## config.mk

```make
export PLATFORM = sky130hd
export DESIGN_NAME = spi_regfile
export DESIGN_NICKNAME = d
export VERILOG_FILES = /design/src/rtl/spi_regfile_pkg.sv /design/src/rtl/spi_regfile_sync_edge.sv /design/src/rtl/spi_regfile.sv
export SDC_FILE = /design/constraint.sdc
export NUM_CORES = 1
export LEC_CHECK = 0
export CAP_MARGIN = 15
export CORE_MARGIN = 2
export CORE_UTILIZATION = 51
export DETAILED_ROUTE_END_ITERATION = 7
export PLACE_DENSITY = 0.78
export SLEW_MARGIN = 20
export SYNTH_ARGS = -nofsm -noshare
export SYNTH_HDL_FRONTEND = slang
export SYNTH_HIERARCHICAL = 1
export SYNTH_SLANG_ARGS = --single-unit
```

## constraint.sdc

```tcl
create_clock -name clk -period 2.1 [get_ports clk]
set_input_delay 0.42 -clock clk [delete_from_list [all_inputs] [get_ports clk]]
set_output_delay 0.42 -clock clk [all_outputs]
set_load 0.02 [all_outputs]
```

## src/rtl/spi_regfile_pkg.sv

```systemverilog
// Shared definitions for the SPI register file: FSM state encoding and
// frame-length helper.
package spi_regfile_pkg;

    // Legacy state encodings, kept so existing waveform decoders still apply.
    localparam logic [1:0] ST_IDLE_ENC   = 2'd0;
    localparam logic [1:0] ST_ADDR_ENC   = 2'd1;
    localparam logic [1:0] ST_DATA_ENC   = 2'd2;
    localparam logic [1:0] ST_COMMIT_ENC = 2'd3;

    typedef enum logic [1:0] {
        ST_IDLE   = ST_IDLE_ENC,
        ST_ADDR   = ST_ADDR_ENC,
        ST_DATA   = ST_DATA_ENC,
        ST_COMMIT = ST_COMMIT_ENC
    } spi_state_e;

    // Total frame length: R/W bit, address field, data field.
    function automatic int unsigned frame_len(input int unsigned addr_w,
                                              input int unsigned data_w);
        return 1 + addr_w + data_w;
    endfunction

endpackage

```

## src/rtl/spi_regfile_sync_edge.sv

```systemverilog
// Two-flop synchroniser with rising/falling edge detection on the
// synchronised level.
module spi_sync_edge (
    input  logic clk_i,
    input  logic rst_i,
    input  logic d_i,
    output logic q_o,
    output logic rise_o,
    output logic fall_o
);

    logic meta_q;
    logic sync_q;
    logic prev_q;

    // Synchroniser chain plus one delay stage for edge detection.
    always_ff @(posedge clk_i) begin
        if (rst_i) begin
            meta_q <= 1'b0;
            sync_q <= 1'b0;
            prev_q <= 1'b0;
        end else begin
            meta_q <= d_i;
            sync_q <= meta_q;
            prev_q <= sync_q;
        end
    end

    assign q_o    = sync_q;
    assign rise_o = sync_q & ~prev_q;
    assign fall_o = ~sync_q & prev_q;

endmodule

```

## src/rtl/spi_regfile.sv

```systemverilog
// SPI (mode 0) peripheral exposing NUM_REGS registers of DATA_W bits.
// Frame: R/W bit, ADDR_W address bits, DATA_W data bits, MSB first.
// Optional read-back path: define SPI_REGFILE_READBACK_EN.
module spi_regfile
    import spi_regfile_pkg::*;
#(
    parameter int NUM_REGS = 5,
    parameter int ADDR_W   = 7,
    parameter int DATA_W   = 8
) (
    input  logic                         clk,
    input  logic                         rst,
    input  logic                         SCLK,
    input  logic                         COPI,
    input  logic                         nCS,
    output logic                         CIPO,
    output logic                         cipo_oe,
    output logic [NUM_REGS*DATA_W-1:0]   regs_out,
    output logic                         wr_strobe,
    output logic [ADDR_W-1:0]            wr_addr,
    output logic                         frame_err
);

    localparam int unsigned F     = frame_len(ADDR_W, DATA_W);
    localparam int unsigned CNT_W = $clog2(F + 2);
    localparam logic [CNT_W-1:0] CNT_HDR  = CNT_W'(1 + ADDR_W);
    localparam logic [CNT_W-1:0] CNT_FULL = CNT_W'(F);
    localparam logic [CNT_W-1:0] CNT_SAT  = CNT_W'(F + 1);
    localparam logic [ADDR_W:0]  NUM_REGS_W = (ADDR_W + 1)'(NUM_REGS);

    logic unused_sclk_lvl;
    logic sclk_rise, sclk_fall;
    logic ncs_lvl, ncs_rise, ncs_fall;
    logic copi_meta_q, copi_sync_q;

    spi_sync_edge u_sclk_sync (
        .clk_i  (clk),
        .rst_i  (rst),
        .d_i    (SCLK),
        .q_o    (unused_sclk_lvl),
        .rise_o (sclk_rise),
        .fall_o (sclk_fall)
    );

    spi_sync_edge u_ncs_sync (
        .clk_i  (clk),
        .rst_i  (rst),
        .d_i    (nCS),
        .q_o    (ncs_lvl),
        .rise_o (ncs_rise),
        .fall_o (ncs_fall)
    );

    // COPI only needs the level; same depth as SCLK keeps them aligned.
    always_ff @(posedge clk) begin
        if (rst) begin
            copi_meta_q <= 1'b0;
            copi_sync_q <= 1'b0;
        end else begin
            copi_meta_q <= COPI;
            copi_sync_q <= copi_meta_q;
        end
    end

    spi_state_e           state_q, state_d;
    logic [CNT_W-1:0]     cnt_q, cnt_d;
    logic [F-1:0]         rx_q, rx_d;
    logic [DATA_W-1:0]    regs_q [NUM_REGS];

    logic                 sample;
    logic                 commit_wr, commit_err, read_ok;
    logic                 frame_full, rx_rw, addr_ok;
    logic [ADDR_W-1:0]    rx_addr;
    logic [DATA_W-1:0]    rx_data;

    assign sample     = sclk_rise & ~ncs_lvl;
    assign frame_full = (cnt_q == CNT_FULL);
    assign rx_rw      = rx_q[F-1];
    assign rx_addr    = rx_q[DATA_W +: ADDR_W];
    assign rx_data    = rx_q[DATA_W-1:0];
    assign addr_ok    = ({1'b0, rx_addr} < NUM_REGS_W);

`ifdef SPI_REGFILE_READBACK_EN
    assign read_ok = frame_full & ~rx_rw;
`else
    assign read_ok = 1'b0;
`endif

    // Frame FSM: bit collection, counter saturation and commit decision.
    always_comb begin
        state_d    = state_q;
        cnt_d      = cnt_q;
        rx_d       = rx_q;
        commit_wr  = 1'b0;
        commit_err = 1'b0;
        case (state_q)
            ST_IDLE: begin
                if (ncs_fall) begin
                    state_d = ST_ADDR;
                    cnt_d   = '0;
                    rx_d    = '0;
                end
            end
            ST_ADDR: begin
                if (ncs_rise) begin
                    state_d    = ST_IDLE;
                    commit_err = 1'b1;
                end else if (sample) begin
                    rx_d  = {rx_q[F-2:0], copi_sync_q};
                    cnt_d = cnt_q + CNT_W'(1);
                    if (cnt_d == CNT_HDR) begin
                        state_d = ST_DATA;
                    end
                end
            end
            ST_DATA: begin
                if (ncs_rise) begin
                    state_d = ST_COMMIT;
                end else if (sample) begin
                    rx_d = {rx_q[F-2:0], copi_sync_q};
                    if (cnt_q != CNT_SAT) begin
                        cnt_d = cnt_q + CNT_W'(1);
                    end
                end
            end
            default: begin
                state_d    = ST_IDLE;
                commit_wr  = frame_full & rx_rw & addr_ok;
                commit_err = ~(frame_full & rx_rw & addr_ok) & ~read_ok;
            end
        endcase
    end

    // State, counter and receive shift register.
    always_ff @(posedge clk) begin
        if (rst) begin
            state_q <= ST_IDLE;
            cnt_q   <= '0;
            rx_q    <= '0;
        end else begin
            state_q <= state_d;
            cnt_q   <= cnt_d;
            rx_q    <= rx_d;
        end
    end

    // Register array and write/error pulse outputs.
    always_ff @(posedge clk) begin
        if (rst) begin
            for (int unsigned k = 0; k < NUM_REGS; k++) begin
                regs_q[k] <= '0;
            end
            wr_strobe <= 1'b0;
            frame_err <= 1'b0;
            wr_addr   <= '0;
        end else begin
            wr_strobe <= commit_wr;
            frame_err <= commit_err;
            if (commit_wr) begin
                wr_addr <= rx_addr;
                for (int unsigned k = 0; k < NUM_REGS; k++) begin
                    if (rx_addr == ADDR_W'(k)) begin
                        regs_q[k] <= rx_data;
                    end
                end
            end
        end
    end

    // Flatten the register array onto the output bus.
    always_comb begin
        regs_out = '0;
        for (int unsigned k = 0; k < NUM_REGS; k++) begin
            regs_out[k*DATA_W +: DATA_W] = regs_q[k];
        end
    end

`ifdef SPI_REGFILE_READBACK_EN
    logic [DATA_W-1:0] tx_q;
    logic [DATA_W-1:0] rd_data;
    logic              is_read_q;
    logic              fall_seen_q;
    logic              hdr_done;
    logic [ADDR_W-1:0] hdr_addr;

    assign hdr_done = (state_q == ST_ADDR) && (state_d == ST_DATA);
    assign hdr_addr = rx_d[ADDR_W-1:0];

    // Read mux; addresses past the array fall through to zero.
    always_comb begin
        rd_data = '0;
        for (int unsigned k = 0; k < NUM_REGS; k++) begin
            if (hdr_addr == ADDR_W'(k)) begin
                rd_data = regs_q[k];
            end
        end
    end

    // The first SCLK fall after the header only presents the MSB; later
    // falls advance the shift register.
    always_ff @(posedge clk) begin
        if (rst) begin
            tx_q        <= '0;
            is_read_q   <= 1'b0;
            fall_seen_q <= 1'b0;
        end else if (hdr_done) begin
            tx_q        <= rd_data;
            is_read_q   <= ~rx_d[ADDR_W];
            fall_seen_q <= 1'b0;
        end else if ((state_q == ST_DATA) && sclk_fall && !ncs_lvl) begin
            if (fall_seen_q) begin
                tx_q <= {tx_q[DATA_W-2:0], 1'b0};
            end
            fall_seen_q <= 1'b1;
        end
    end

    assign cipo_oe = (state_q == ST_DATA) && is_read_q;
    assign CIPO    = cipo_oe & tx_q[DATA_W-1];
`else
    logic unused_sclk_fall;
    assign unused_sclk_fall = sclk_fall;
    assign cipo_oe = 1'b0;
    assign CIPO    = 1'b0;
`endif

endmodule

```

; ---- Yosys cells after proc, flatten, opt, wreduce, memory -nomap -nowiden
; Memories as Yosys holds them, arrays and structs flattened.
; Index checks and enable logic that the tools add are counted.
[word_totals]
register_bits = 40
ram_bits = 40
inputBits = 5
out_inout_bits = 51
wordCells = 109
memories = 1
[op_classes]
addsub = 1
order_cmp = 1
eq_ne = 20
n_mux = 47
bitwise = 15
n_reduce_logical = 10
[mem_list]
columns = memory, words, word_bits, rd, rd_ports_with_merged_regs, wr, line_no
row1 = regs_q, 5, 8, 5, 0, 5, spi_regfile.sv:68  ; logic [DATA_W-1:0] regs_q [NUM_REGS];
[op_table]
columns = op, n
row1 = $mux 16, 3
row2 = $mux 8, 5
row3 = $pmux 16 s2, 1
row4 = $mux 5, 6
row5 = $mux 1, 24
row6 = $ne 2x2->1 const B, 8
row7 = $pmux 5 s3, 1
row8 = $eq 7x2->1 const B, 2
row9 = $mux 2, 5
row10 = $reduce_and 4->1, 2
row11 = $eq 7x1->1 const B, 1
row12 = $eq 7x3->1 const B, 1
row13 = $logic_not 7->1, 1
row14 = $lt 7x3->1 const B, 1
row15 = $reduce_and 7->1, 1
row16 = $and 1x1->1, 6
row17 = $ne 3x3->1 const B, 2
row18 = $pmux 2 s3, 1
row19 = $add 5x1->5 const B, 1
row20 = $eq 5x4->1 const B, 1
row21 = $eq 5x5->1 const B, 1
row22 = $ne 5x5->1 const B, 1
row23 = $or 1x1->1, 5
row24 = $not 1->1, 4
row25 = 9 further kinds, 10

; ---- Longest topological paths before layout
; Gate-level depths: netlist of the first run.
[depth]
ltp_word = 8
mapped_depth = 7
ltp_nobuf = 6

; ---- By module
; The synthesis of the first run kept the hierarchy.
[by_module_without_submodules]
columns = mod, instances, cells_each, area_each_um2, seq_area_each_um2
row1 = spi_regfile, 1, 232, 2877.8, 1881.8
row2 = spi_sync_edge, 2, 8, 91.3, 60.1

; ---- Worst setup path after synthesis of the first run
; Ideal clock, no wire load.
[synth_path]
path_type = register -> register
start = register cnt_q[4]
end = memory regs_q[4][0], in the netlist regs_q[0][32] (enable)
setup_ns = 0.312
arrival_time_ns = 1.515
t_required_ns = 1.788
path_slack_ns = 0.272
path_stages_with_launch = 6
n_path_buf = 1
period_less_slack_ns = 1.828
path_cell_list = dfxtp_1 nor3b_1 nand4_1 nor3_4 buf_6 a31o_2
[synth_rtl]
columns = element, line_no
row1 = from (decl), spi_regfile.sv:66  ; logic [CNT_W-1:0] cnt_q, cnt_d;
row2 = from (signal assigned), spi_regfile.sv:142  ; cnt_q <= cnt_d;
row3 = to (decl), spi_regfile.sv:68

==> results of run 1 <==
state kept, by name (all words and copies together), names as in the netlist, 2 cells and up:
signal and flops:
cnt_q 5, regs_q 40, rx_q 16, state_q 2
wr_addr 7
area by class of cell:
class	instances	share of cell area [%]
inverter	10	0.955
tap	75	2.39
clock inverter	7	2.01
clock buffer	9	3.15
multi-input combinational	146	24.4
sequential	80	51.0
timing repair buffer	67	16.2
metrics by stage:
stage / area (µm²) / setup slack (ps) / hold slack (ps) / power, W
floorplan: 3060 / 272 / 414 / 0.00217
global placement: 3700 / 169 / 416 / 0.00231
finish: 3930 / 65.0 / 444 / 0.00344
global route: 3930 / -3.94 / 459 / 0.00359
detailed placement: 3700 / 122 / 428 / 0.00233
CTS: 3910 / 93.9 / 447 / 0.00344
report_power, final:
group | leakage (nW) | switching [W] | internal (W) | total, W
sequential | 0.737 | 0.0000276 | 0.00168 | 0.00171
combinational | 0.585 | 0.000390 | 0.000215 | 0.000605
clock | 0.0998 | 0.000562 | 0.000563 | 0.00112
total | 1.42 | 0.000979 | 0.00246 | 0.00344
layout by cell type (no fill, tap or decap), types with 5 or more instances in the layout:
cell	count
clkdlybuf4s50_1	53
edfxtp_1	40
dfxtp_1	39
nand2_1	20
a21oi_1	20
nand3_1	19
buf_4	14
and2_1	13
nor2b_1	13
inv_1	10
clkbuf_8	9
ha_1	8
nand4_1	5
nor2_1	5
per-layer routing:
layer | up-vias | track usage (%)
met1 | 1014 | 26.8
met4 | 0 | 9.15
met2 | 76 | 31.4
met3 | 10 | 4.11
li1 | 1012 | -
met5 | - | 0
how the worst min path moves through the flow:
stage / start / end / cells after the start
3_3_place_gp: u_sclk_sync/meta_q / u_sclk_sync/q_o / 1
2_1_floorplan: copi_meta_q / copi_sync_q / 1
6_report: u_ncs_sync/meta_q / u_ncs_sync/q_o / 1
3_5_place_dp: copi_meta_q / copi_sync_q / 1
4_1_cts: u_ncs_sync/meta_q / u_ncs_sync/q_o / 1
5_1_grt: u_ncs_sync/meta_q / u_ncs_sync/q_o / 1
what timing repair did:
item                                   4_1_cts  5_1_grt
setup endpoints to repair                    0       63
resized for setup                            0        4
endpoints found under the hold margin        0        0
setup buffers                                0        1
worst register-to-register path: stages, from the launching register on:
cell and delay [ps]:
dfxtp_1 400, nor3b_2 340, nand4_1 240, nor3_4 380
a41o_1 220, buf_4 170
==> reports/results.ini, run 1 <==
[die]
dieArea_um2=6620
rows=28
die_h_um=81.4
die_x_um=81.4
coreArea_um2=5850
initial_core_util_pct=52.2
io_pins=56

[power_and_ir_drop]
peakVddDrop_mv=0.590
cellPowerDensity_nw_per_um2=874
total_leakage_power_nw=1.42

[route]
wl_per_cell_um=15.3
drcViolationCount=0
wl_met3_um=368
antenna_left=0
first_iter_violations=200
firstDrtPassIters=4
top_layer=met4
dr_wl_met2_mm=2.99
wl_met1_mm=2.57
avgViaCountPerCell=5.36
vias=2112
drt_wl_total_mm=6.04

[timing]
fin_tns_setup_ps=0
slew_headroom_pct=66.8
hold_viol=0
worst_slew_pin_slew_ps=493
period_share_pct=96.9
finalSetupViolCount=0
fin_worst_skew_ps=6.05
period_needed_ps=2030
fmax_mhz=491
slew_violations=0

[finish]
final_util_pct=67.2
drive_above_1_share_pct=13.5
seq_area_um2=2000
diodes=0
fin_cells=394
multiInputGateArea_um2=958
fill_cells=409
nets=327
syn_to_final_growth_pct=28.7

[setup_path]
cp-end-kind=flop
arrival_ps=2100
crit_type=reg -> reg
worstPathRequired_ps=2160
slowest_stage=dfxtp_1
cp_num_cells=5
path_cells=nor3b_2, nand4_1, nor3_4, a41o_1, buf_4
worstPathMaxFanout=8
cp_top_family=simple AND/OR/NAND/NOR gates
timing.rr.start=cnt_q[4]
rr_endpoint=regs_q[0][0]
startpoint_type=flop
crit_end=regs_q[0][0]
cp-startpoint=cnt_q[4]
reg2reg_slack_ps=70
slowest_delay_ps=400
rr_worst_depth=5
cp.buffers_inverters=1

[global_route]
grt_overflow=0
antenna_found_initial=0
grt_pass1_vias=1986
grtUsageTotal_pct=20.0
grt_pass1_wl_mm=9.73
grt_max_degree=23

[place]
portBuffers=53
dp.cells=377
dp_hpwl_mm=4.24
place.gp.congestion=0.822

[status]
status=complete, no violations

[clocking]
cts_hold_buf=0
clock_latency_ps=350
cts_buffers=9
clockBufferDepth=2
cts_tree=done
ctsHtreeMaxLevel=3
root_buffer=clkbuf_8
cts.clk_slew.worst_paths_ps=80
cts.sinks=80

[logic_synthesis]
syn-cell-area_um2=3050
avgSynthCellArea_um2=12.4
ys_warn_count=6
synthCells=247

[job]
cap_viol_max_count=0

[min_path]
min_path_type=reg -> reg

Note: power is estimated with default switching activity, not from simulation.
==> run 2: changes to the inputs <==
--- a/config.mk
+++ b/config.mk
@@ -7,9 +7,8 @@
 export LEC_CHECK = 0
 export CAP_MARGIN = 15
 export CORE_MARGIN = 2
-export CORE_UTILIZATION = 51
+export CORE_UTILIZATION = 40
 export DETAILED_ROUTE_END_ITERATION = 7
-export PLACE_DENSITY = 0.78
 export SLEW_MARGIN = 20
 export SYNTH_ARGS = -nofsm -noshare
 export SYNTH_HDL_FRONTEND = slang
==> run 2 against run 1 <==
- global-route usage fell by 5.2 points
- first-iteration DRC count is 56% lower
- worst setup slack better by 130 ps
- clock power about the same
- register-to-register slack better by 130 ps
- die area grew 26%
- worst hold slack improved by 2.9 ps
- design area grew 1.8%
- wire length grew 0.79%
- sequential share of layout area fell by 0.92 points
- largest cell class unchanged
==> reports/results.ini, run 2 (synthesis results as in run 1) <==
[die]
rows=31
die_x_um=91.4
initial_core_util_pct=41.7
io_pins=56
coreArea_um2=7330
dieArea_um2=8350
die_h_um=91.4

[finish]
nets=330
max_flop_register=regs_q
reg_top3=regs_q x40, rx_q x16, wr_addr x7
fill_cells=603
layout_commonest_cell=clkdlybuf4s50_1
syn_to_final_growth_pct=31.0
diodes=0
drive_above_1_share_pct=14.0
largest_reg_flops=40
final_cell_mix=clkdlybuf4s50_1 (53), dfxtp_1 (40), edfxtp_1 (40), nand2_1 (20), a21oi_1 (20)
fin_cells=421

[setup_path]
worstPathRequired_ps=2320
startpoint_type=flop
crit_type=reg -> reg
cp-end-kind=flop
worstPathMaxFanout=7
arrival_ps=2120

[clocking]
clockBufferDepth=2
cts_tree=done
root_buffer=clkbuf_8
cts.sinks=80
cts.clk_slew.worst_paths_ps=80
cts_setup_buffers=0
cts_buffers=9
cts_hold_buf=0
ctsResizeCount=0
clock_latency_ps=350
ctsHtreeMaxLevel=3

[timing]
fin_tns_setup_ps=0
fin_hold_ws_ps=447
fmax_mhz=526
rsz0062_at_grt=false
finalSetupViolCount=0
period_share_pct=90.6
period_needed_ps=1900
hold_viol=0
slew_violations=0
fin_worst_skew_ps=10.1

[route]
drt_wl_total_mm=6.09
vias=2093
firstDrtPassIters=4
first_iter_violations=89
avgViaCountPerCell=4.97
antenna_left=0
drcViolationCount=0
wl_per_cell_um=14.5

[global_route]
grt_pass1_vias=1987
grtUsageTotal_pct=14.8
grt_pass1_wl_mm=9.66
grt_max_degree=24
grt_overflow=0
antenna_found_initial=0

[min_path]
min_path_type=reg -> reg

[job]
cap_viol_max_count=0

[place]
dp_hpwl_mm=4.27
portBuffers=53
dp.cells=405
place.gp.congestion=0.821

[power_and_ir_drop]
peakVddDrop_mv=0.463
total_leakage_power_nw=1.44
cellPowerDensity_nw_per_um2=866

[status]
status=complete, no violations

==> run 2: power breakdown <==
part | internal (W) | switching (W)
combinational | 0.000237 | 0.000394
clock | 0.000559 | 0.000573
sequential | 0.00168 | 0.0000251
==> run 2: area by class of cell <==
| cell class | count | area (µm²) | area share, % |
|---|---|---|---|
| well taps | 99 | 124 | 3.10 |
| clock inverters | 7 | 78.8 | 1.97 |
| clock buffers | 9 | 124 | 3.10 |
| multi-input cells | 146 | 952 | 23.8 |
| inverters | 10 | 37.5 | 0.938 |
| flip-flops and latches | 80 | 2000 | 50.0 |
| repair buffers | 70 | 683 | 17.1 |
==> run 2: path summary, 6_finish.rpt <==
path | from | endpoint | slack [ps] | cells after the start
min | u_ncs_sync/meta_q | u_ncs_sync/q_o | 450 | 1
max | state_q[0] | cnt_q[2] | 200 | 6
min reg2reg | u_ncs_sync/meta_q | u_ncs_sync/q_o | 450 | 1
max reg2reg | state_q[0] | cnt_q[2] | 200 | 6
==> run 2: layer usage <==
metal  GRT usage, %  share of wire [%]
met5              0                  0
met4           6.44                1.1
met3           2.82                4.0
met1           18.6                 46
met2           24.8                 49
==> run 2: metrics by stage <==
| step | cell area (µm²) | power, W | setup slack [ps] | utilization (%) |
|---|---|---|---|---|
| 6_report | 4000 | 0.00346 | 198 | 54.6 |
| 3_3_place_gp | 3790 | 0.00235 | 130 | 51.7 |
| 5_1_grt | 4000 | 0.00361 | 45.6 | 54.6 |
| 3_5_place_dp | 3790 | 0.00236 | 129 | 51.7 |
| 2_1_floorplan | 3060 | 0.00217 | 272 | - |
| 4_1_cts | 3990 | 0.00348 | 105 | 54.4 |
==> run 2: worst max-delay path, cell delays in order (launching register included) <==
cell      delay [ps]
dfxtp_1          410
inv_1            100
ha_1             240
and2b_1          270
a31o_2           280
o311ai_0         340
o41ai_1          130
==> run 3: changes to the inputs <==
--- a/config.mk
+++ b/config.mk
@@ -9,6 +9,7 @@
 export CORE_MARGIN = 2
 export CORE_UTILIZATION = 40
 export DETAILED_ROUTE_END_ITERATION = 7
+export MAX_ROUTING_LAYER = met4
 export SLEW_MARGIN = 20
 export SYNTH_ARGS = -nofsm -noshare
 export SYNTH_HDL_FRONTEND = slang
==> run 3 against run 2 <==
- sequential power barely moved
- worst hold slack is essentially flat
- core utilization unchanged
- fmax is essentially flat
- clock skew about the same
- design area did not move
- final cell count stayed put
- critical path depth did not move
- clock power about the same
- non-clock buffer count did not move
- worst setup slack better by 1.0 ps
- combinational power hardly changed
- highest routed layer unchanged
==> reports/results.ini, run 3 (synthesis results as in run 1) <==
[status]
status=complete, no violations

[setup_path]
cp-end-kind=flop
worstPathMaxFanout=7
slowest_delay_ps=410
cp_top_family=compound AO/OA/AOI/OAI gates
crit_type=reg -> reg
path_cells=inv_1, ha_1, and2b_1, a31o_2, o311ai_0, o41ai_1
worstPathRequired_ps=2320
startpoint_type=flop
rr_worst_depth=6
arrival_ps=2120
cp.buffers_inverters=1
slowest_stage=dfxtp_1
cp_num_cells=6

[finish]
diodes=0
final_cell_mix=clkdlybuf4s50_1 (53), dfxtp_1 (40), edfxtp_1 (40), nand2_1 (20), a21oi_1 (20)
reg_top3=regs_q x40, rx_q x16, wr_addr x7
nets=330
largest_reg_flops=40
drive_above_1_share_pct=14.0
layout_commonest_cell=clkdlybuf4s50_1
syn_to_final_growth_pct=31.0
fin_cells=421
max_flop_register=regs_q

[clocking]
cts.sinks=80
cts.clk_slew.worst_paths_ps=80
clockBufferDepth=2
clock_latency_ps=350
cts_tree=done
cts_hold_buf=0
cts_buffers=9
ctsHtreeMaxLevel=3
root_buffer=clkbuf_8

[power_and_ir_drop]
peakVddDrop_mv=0.463
cellPowerDensity_nw_per_um2=867
total_leakage_power_nw=1.44
finalPower_w=0.00347

[die]
die_x_um=91.4
die_h_um=91.4
io_pins=56
dieArea_um2=8350
initial_core_util_pct=41.7
rows=31
coreArea_um2=7330

[global_route]
grt_overflow=0
antenna_found_initial=0
grt_pass1_vias=1989
use_met2_pct=24.8
grt_pass1_wl_mm=9.66
grt_max_degree=24
grtUsageMet3_pct=2.82
gr-usage-met1_pct=18.6
grtUsageTotal_pct=15.2
gr-max-usage-layer=met2

[route]
wl_per_cell_um=14.4
first_iter_violations=89
vias=2097
avgViaCountPerCell=4.98
firstDrtPassIters=4
antenna_left=0
drcViolationCount=0
drt_wl_total_mm=6.05

[place]
place.gp.congestion=0.834
portBuffers=53
dp.cells=405
dp_hpwl_mm=4.27

[timing]
period_needed_ps=1900
fin_tns_setup_ps=0
slew_violations=0
fin_worst_skew_ps=10.3
period_share_pct=90.5
rsz0062_at_grt=false
fmax_mhz=526
hold_viol=0
finalSetupViolCount=0

[job]
cap_viol_max_count=0

[min_path]
hold_path_depth=1
min_path_type=reg -> reg

[run 3: cell counts in the layout (fill, tap and decap cells not counted)]
Identical to the previous run, type by type.
[run 3: worst paths after layout]
check                   endpoint              start  slack (ps)
setup / recovery        cnt_q[2]         state_q[0]         200
hold reg to reg   u_ncs_sync/q_o  u_ncs_sync/meta_q         450
setup reg to reg        cnt_q[2]         state_q[0]         200
hold / removal    u_ncs_sync/q_o  u_ncs_sync/meta_q         450
[run 3: layer usage]
layer  part of all wire, %  routed length [µm]  up-vias
li1                      -                   -     1020
met1                    45                2720      995
met2                    49                2950       71
met3                   4.7                 287       11
met4                   1.7                 102        0
met5                     0                   0        -
[run 3: metrics by stage]
stage | setup WS, ps | utilization (%) | hold WS (ps) | instance area (µm²)
floorplan | 272 | - | 414 | 3060
global placement | 130 | 51.7 | 418 | 3790
detailed placement | 129 | 51.7 | 431 | 3790
CTS | 105 | 54.4 | 452 | 3990
global route | 45.6 | 54.6 | 466 | 4000
finish | 199 | 54.6 | 447 | 4000
[run 3: timing repair]
action / CTS / global route
setup endpoints to repair: 0 / 51
buffers inserted: 0 / 0
resized for setup: 0 / 2
[run 3: layout make-up]
type	count	area, µm²
fillers	603	3330
repair buffers	70	683
multi-input cells	146	952
clock inverters	7	78.8
well taps	99	124
inverters	10	37.5
clock buffers	9	124
flip-flops and latches	80	2000
[run 3: report_power, final]
part	total (W)	switching (W)	internal, W
clock network	0.00114	0.000579	0.000559
logic	0.000630	0.000393	0.000237
registers	0.00170	0.0000251	0.00168
total	0.00347	0.000997	0.00247
[run 3: worst register-to-register path, stage by stage (launching register included)]
cell and delay [ps]:
dfxtp_1 410, inv_1 100, ha_1 240, and2b_1 270, a31o_2 280, o311ai_0 330
o41ai_1 130
